File: src/rtl/if_fetch_stage_pkg.sv
// Shared definitions for the instruction-fetch stage: FSM encodings, bubble word
// and PC alignment helpers.
package if_fetch_stage_pkg;

  typedef enum logic [1:0] {
    FS_RUN   = 2'd0,
    FS_DRAIN = 2'd1,
    FS_HALT  = 2'd2
  } fs_state_e;

  localparam logic [31:0] NOP_WORD = 32'h0000_0000;

  function automatic logic [31:0] align_pc(input logic [31:0] addr);
    return {addr[31:2], 2'b00};
  endfunction

  function automatic logic is_misaligned(input logic [31:0] addr);
    return (addr[1:0] != 2'b00);
  endfunction

endpackage

File: src/rtl/if_fetch_stage_if_id_reg.sv
// IF/ID pipeline register: loads a fetched instruction, injects a bubble, or holds.
module if_id_reg #(
  parameter logic [31:0] NOP_INS = 32'h0000_0000
) (
  input  logic        clk_i,
  input  logic        rst_ni,
  input  logic        load_i,
  input  logic        bubble_i,
  input  logic [31:0] pc_i,
  input  logic [31:0] ins_i,
  output logic [31:0] pc_o,
  output logic [31:0] ins_o,
  output logic        valid_o
);

  logic [31:0] pc_q;
  logic [31:0] ins_q;
  logic        valid_q;

  // Bubble wins over load so a flush can never leak a wrong-path instruction.
  always_ff @(posedge clk_i or negedge rst_ni) begin
    if (!rst_ni) begin
      pc_q    <= 32'h0000_0000;
      ins_q   <= NOP_INS;
      valid_q <= 1'b0;
    end else if (bubble_i) begin
      pc_q    <= pc_i;
      ins_q   <= NOP_INS;
      valid_q <= 1'b0;
    end else if (load_i) begin
      pc_q    <= pc_i;
      ins_q   <= ins_i;
      valid_q <= 1'b1;
    end
  end

  assign pc_o    = pc_q;
  assign ins_o   = ins_q;
  assign valid_o = valid_q;

endmodule

File: src/rtl/if_fetch_stage.sv
// Instruction-fetch stage: owns the fetch PC, the run/drain/halt sequencing and the
// fetch/flush counters, and feeds the IF/ID register.
module if_fetch_stage
  import if_fetch_stage_pkg::*;
#(
  parameter logic [31:0] RESET_PC     = 32'h0000_0000,
  parameter logic [31:0] MAX_INSADDR  = 32'hffff_fff8,
  parameter int          DRAIN_CYCLES = 4,
  parameter logic [31:0] NOP_INS      = NOP_WORD
) (
  input  logic        clk,
  input  logic        rst,
  input  logic        stall,
  input  logic [31:0] npc,
  input  logic        clr,
  input  logic [31:0] imem_rdata,
  output logic [31:0] imem_addr,
  output logic [31:0] pc,
  output logic [31:0] ins,
  output logic [31:0] id_pc,
  output logic [31:0] id_ins,
  output logic        id_valid,
  output logic        halted,
  output logic        misalign,
  output logic [31:0] fetch_cnt,
  output logic [31:0] flush_cnt
);

  localparam logic [3:0] DRAIN_LAST = 4'(DRAIN_CYCLES - 1);

  fs_state_e   state_q, state_d;
  logic [31:0] pc_q, pc_d;
  logic [3:0]  drain_q, drain_d;
  logic        misalign_q, misalign_d;
  logic [31:0] fetch_cnt_q, fetch_cnt_d;
  logic [31:0] flush_cnt_q, flush_cnt_d;
  logic        accept_npc;
  logic        id_load;
  logic        id_bubble;

  always_ff @(posedge clk or negedge rst) begin
    if (!rst) begin
      state_q     <= FS_RUN;
      pc_q        <= RESET_PC;
      drain_q     <= 4'd0;
      misalign_q  <= 1'b0;
      fetch_cnt_q <= 32'd0;
      flush_cnt_q <= 32'd0;
    end else begin
      state_q     <= state_d;
      pc_q        <= pc_d;
      drain_q     <= drain_d;
      misalign_q  <= misalign_d;
      fetch_cnt_q <= fetch_cnt_d;
      flush_cnt_q <= flush_cnt_d;
    end
  end

  always_comb begin
    state_d     = state_q;
    pc_d        = pc_q;
    drain_d     = drain_q;
    misalign_d  = misalign_q;
    fetch_cnt_d = fetch_cnt_q;
    flush_cnt_d = flush_cnt_q;
    accept_npc  = 1'b0;
    id_load     = 1'b0;
    id_bubble   = 1'b0;

    unique case (state_q)
      FS_RUN: begin
        if (clr) begin
          accept_npc  = 1'b1;
          id_bubble   = 1'b1;
          flush_cnt_d = flush_cnt_q + 32'd1;
        end else if (!stall) begin
          id_load     = 1'b1;
          fetch_cnt_d = fetch_cnt_q + 32'd1;
          // The last address has no meaningful successor: stay put and drain.
          if (pc_q >= MAX_INSADDR) begin
            state_d = FS_DRAIN;
            drain_d = 4'd0;
          end else begin
            accept_npc = 1'b1;
          end
        end
      end
      FS_DRAIN: begin
        if (clr && (npc < MAX_INSADDR)) begin
          accept_npc  = 1'b1;
          id_bubble   = 1'b1;
          flush_cnt_d = flush_cnt_q + 32'd1;
          state_d     = FS_RUN;
        end else if (!stall) begin
          id_bubble = 1'b1;
          if (drain_q == DRAIN_LAST) begin
            state_d = FS_HALT;
          end else begin
            drain_d = drain_q + 4'd1;
          end
        end
      end
      FS_HALT: begin
      end
      default: begin
        state_d = FS_RUN;
      end
    endcase

    if (accept_npc) begin
      pc_d = align_pc(npc);
      if (is_misaligned(npc)) begin
        misalign_d = 1'b1;
      end
    end
  end

  if_id_reg #(
    .NOP_INS (NOP_INS)
  ) u_if_id_reg (
    .clk_i    (clk),
    .rst_ni   (rst),
    .load_i   (id_load),
    .bubble_i (id_bubble),
    .pc_i     (pc_q),
    .ins_i    (imem_rdata),
    .pc_o     (id_pc),
    .ins_o    (id_ins),
    .valid_o  (id_valid)
  );

  assign pc        = pc_q;
  assign imem_addr = pc_q;
  assign ins       = (state_q == FS_RUN) ? imem_rdata : NOP_INS;
  assign halted    = (state_q == FS_HALT);
  assign misalign  = misalign_q;
  assign fetch_cnt = fetch_cnt_q;
  assign flush_cnt = flush_cnt_q;

endmodule

File: config.mk
export PLATFORM = sky130hd
export DESIGN_NAME = if_fetch_stage
export DESIGN_NICKNAME = d
export VERILOG_FILES = /design/src/rtl/if_fetch_stage_pkg.sv /design/src/rtl/if_fetch_stage_if_id_reg.sv /design/src/rtl/if_fetch_stage.sv
export SDC_FILE = /design/constraint.sdc
export NUM_CORES = 1
export LEC_CHECK = 0
export ABC_CLOCK_PERIOD_IN_PS = 1700
export BUFFER_PORTS_ARGS = -buffer_cell sky130_fd_sc_hd__buf_2
export CAP_MARGIN = 20
export CORE_UTILIZATION = 44
export DETAILED_ROUTE_END_ITERATION = 6
export PLACE_DENSITY_LB_ADDON = 0.3
export SLEW_MARGIN = 15
export SYNTH_ARGS = -nofsm -noshare
export SYNTH_HDL_FRONTEND = slang
export SYNTH_SLANG_ARGS = --single-unit
File: constraint.sdc
create_clock -name clk -period 1.7 [get_ports clk]
set_input_delay 0 -clock clk [delete_from_list [all_inputs] [get_ports clk]]
set_output_delay 0 -clock clk [all_outputs]
set_load 0.01 [all_outputs]
==> results.md <==
* Logic gate share of total power at 24.6%
* Cells after synthesis at 600
* Pwr per Cell Area at 958 mW/mm^2
* Final WS setup at -209 ps
* Fin cells at about 1300
* Port Buffers at 288
* H-tree levels at 4
* Adder-cell share of the synthesized area at 0.505%
* Largest family of logic cells by synthesized area: simple AND/OR/NAND/NOR gates
* Clock latency on the worst-skew pair at 420 ps
* Ys Warns at 0
* Syn_area_per_cell at 12.4 sq um
* Maximum vdd drop at around 740 uV
* Initial antenna violation count at 1
* Synth area leaders: dfrtp_1 55%, mux2_2 8.3%, xnor2_1 5.5%, buf_4 3.9%, a22o_1 3.8%
* Hold Startpoint: stall
* Status: finished with violations
* Flops & latches, synth at between 150 and 200
* Total Routing Usage GR at 25.2%
* Tcrit/Tclk final at 112%
* DRC viols at 0
* Required @ worst endpoint at around 2000 ps
* DRT iter0 DRCs at about 300
* Vias at 6536
* Largest net degree at the start of global routing at between 60 and 70
* Root Driver: clkbuf_16
* Crit path max-delay family: simple AND/OR/NAND/NOR gates
* Yosys top cell by area: dfrtp_1
* Peak Freq at between 500 and 600 MHz
* Crit path kind: reg2reg
* Slowest cell on crit path: nor4_4
* Layout cells sized above 1 at a little over half
* Placement Setup Slack at -226 ps
* CP Launch Type: register
* Leakage at 5.96 nW
* Asr flop ratio synth at between 90% and 100%
* Die width at 132 um
* DIE HEIGHT at 132 um
* FF-to-FF Start: imem_addr[4]
* Initial Util at roughly 45%
* TritonCTS Buffers at 17
* Final ANT Viol Nets at 0
* Routed wire length at roughly 22000 um
* Top FF cell, synth: dfrtp_1
* Clock-pin slew on the worst setup and hold paths at 70 ps
* Remaining Overflow, GRT at 0
* Fin. max-slew vios at 0
* Worst Setup SP: imem_addr[4]
* Core area at 0.0165 sq mm
* Simple-Gate Fraction of Synth Area at 15.5%
* Compound-Gate Fraction of Synth Area at between 5 and 6%
* HP Class: in2reg
* Most common cell in the netlist: dfrtp_1
* Layout area overhead at 58.4%
* TritonCTS clock tree: yes
* Final Critical Period at 1910 ps
* Die Area at 0.0174 sq mm
* Synth Cell Area at 0.00743 sq mm
* Post-synth EDFFs at 0
* Placed cell count at 1154
* Global placement routability congestion at 0.797
* Row Count at 47
* WP data arrival at 2220 ps
* Top cell type's share of synthesized area at 55.2%
* DRT Pass-1 Iters at 4
* Distinct cell type count after synthesis at 48
* Critical path fanouts, max at 12
* Vias/cell at 5.09
* Max cap viols at 0
* Post-synthesis xor/xnor area fraction at 7.31%
* Worst Skew at 5.96 ps
* RSZ-0062 raised after global routing: true
* Hold Vio Cnt, Final at 0
* Mean routed wirelength per cell at between 15 and 20 um
* Worst path bufs/invs at 2
* First-pass GRT wire length at 34400 um
* I/O Pins at 295
* CTS sink count at about 160
* Sequential area share after synthesis at approximately 55%
* Layout Nets at approximately 1100
* Failing checks: negative setup slack
* Mux cell area share after synthesis at around a tenth
* Part of the power in registers at 40.9%
* HPWL after detailed placement at 14100 um
* Number of global-route vias before repair at 6528
* CP Cell Sequence: nand4_1, nor4_4, a2111oi_2, nor2_2, buf_4, clkbuf_16, mux2_2
* Internal Power at 7.99 mW
* Final setup vio count at 67
* Maximum buffer depth of the clock tree at 2
* NetSw at 3.28 mW
* Clock power share at roughly a third
* R2R Setup Slk at -210 ps
* Crit. End Element: register
* CP max stage delay at 360 ps
* Top cells by count, synth: 164 x dfrtp_1, 55 x mux2_2, 47 x xnor2_1, 39 x buf_4, 36 x and2_1
* Sw frac at 29.1%
==> layout by cell type, fill, tap and decap left out, types with 7 or more instances in the layout <==
master         Yosys  routed
buf_6              4      20
nand4_1           35      35
clkbuf_16          0      19
buf_4             39      93
mux2_4             0      28
buf_2              5     287
and3_1             9       8
xor2_1            15      15
and2_1            36      35
nor2_1            18      10
nand3_2            0       7
a22o_1            32      32
dlygate4sd3_1      0      67
nand2_1           28      21
buf_12             0       9
mux2_2            55      32
xnor2_1           47      44
dfrtp_1          164     161
and4_1             9       7
nand3_1           30      17
==> power by group through the flow <==
stage | combinational, mW | clock, mW | sequential [mW]
CTS | 2.67 | 3.97 | 4.59
detailed placement | 2.31 | 0 | 4.63
floorplan | 0.886 | 0 | 4.90
global placement | 2.27 | 0 | 4.62
finish | 2.77 | 3.90 | 4.61
global route | 2.97 | 4.14 | 4.66
==> cell families (layout without fill, tap and decap cells) <==
logic type / count (synthesis) / after routing
mux: 64 / 64
flops: 164 / 164
other cells: 1 / 7
xor+xnor: 62 / 62
compound gates: 50 / 50
simple gates: 193 / 193
buf+inv: 63 / 522
fa+ha+maj: 3 / 3
==> sequential cells by signal, summed over array words and instances, names as in the netlist <==
signal               flops
state_q                  2
drain_q                  4
u_if_id_reg.valid_o      1
fetch_cnt               32
flush_cnt               32
imem_addr               30
u_if_id_reg.ins_o       32
u_if_id_reg.pc_o        30
misalign                 1
==> area by class of cell <==
cell class / count / area, sq um
Fill cell: 1149 / 4750
Inverter: 5 / 18.8
Tap cell: 220 / 275
Clock inverter: 15 / 170
Multi-Input combinational cell: 378 / 3350
Timing Repair Buffer: 485 / 3420
Sequential cell: 164 / 4110
Clock buffer: 17 / 425
Antenna cell: 1 / 2.50
==> final timing paths <==
check | end | cells past startpoint
max | imem_addr[22] | 7
min | drain_q[0] | 5
max reg2reg | imem_addr[22] | 7
min reg2reg | fetch_cnt[31] | 1
max in group asynchronous | u_if_id_reg.pc_o[8] | 4
min in group asynchronous | flush_cnt[2] | 3
==> repair_timing <==
action	CTS	global route
buffers inserted	23	7
hold buffers	67	0
cloned	7	2
pin swaps	36	38
setup endpoints to repair	149	165
endpoints found under the hold margin	228	0
resized for setup	74	54
==> worst register-to-register path: stages, from the launching register on <==
cell       delay (ps)
dfrtp_1           350
nand4_1           160
nor4_4            360
a2111oi_2         130
nor2_2            110
buf_4             150
clkbuf_16         180
mux2_2            340
==> per-stage QoR <==
stage                     instance area (sq um)  setup TNS [ps]  power, mW  util (%)  hold WS (ps)
after global routing                      11800          -16660       11.8      71.2           121
after CTS                                 11500           -9200       11.2      69.8          76.4
final                                     11800           -7510       11.3      71.2          91.9
after global placement                     9650          -10120       6.89      58.4          -124
after floorplan                            7540           -4210       5.79         -          -296
after detailed placement                   9650          -12850       6.94      58.4          -121
==> layer usage <==
metal	vias to the layer above	wire length [um]	GRT usage (%)
met4	0	322	7.36
met1	3236	9150	30.9
met2	251	11200	43.7
met5	-	0	0
met3	28	1380	6.54
li1	3021	-	-
Note: power is estimated with default switching activity, not from simulation.
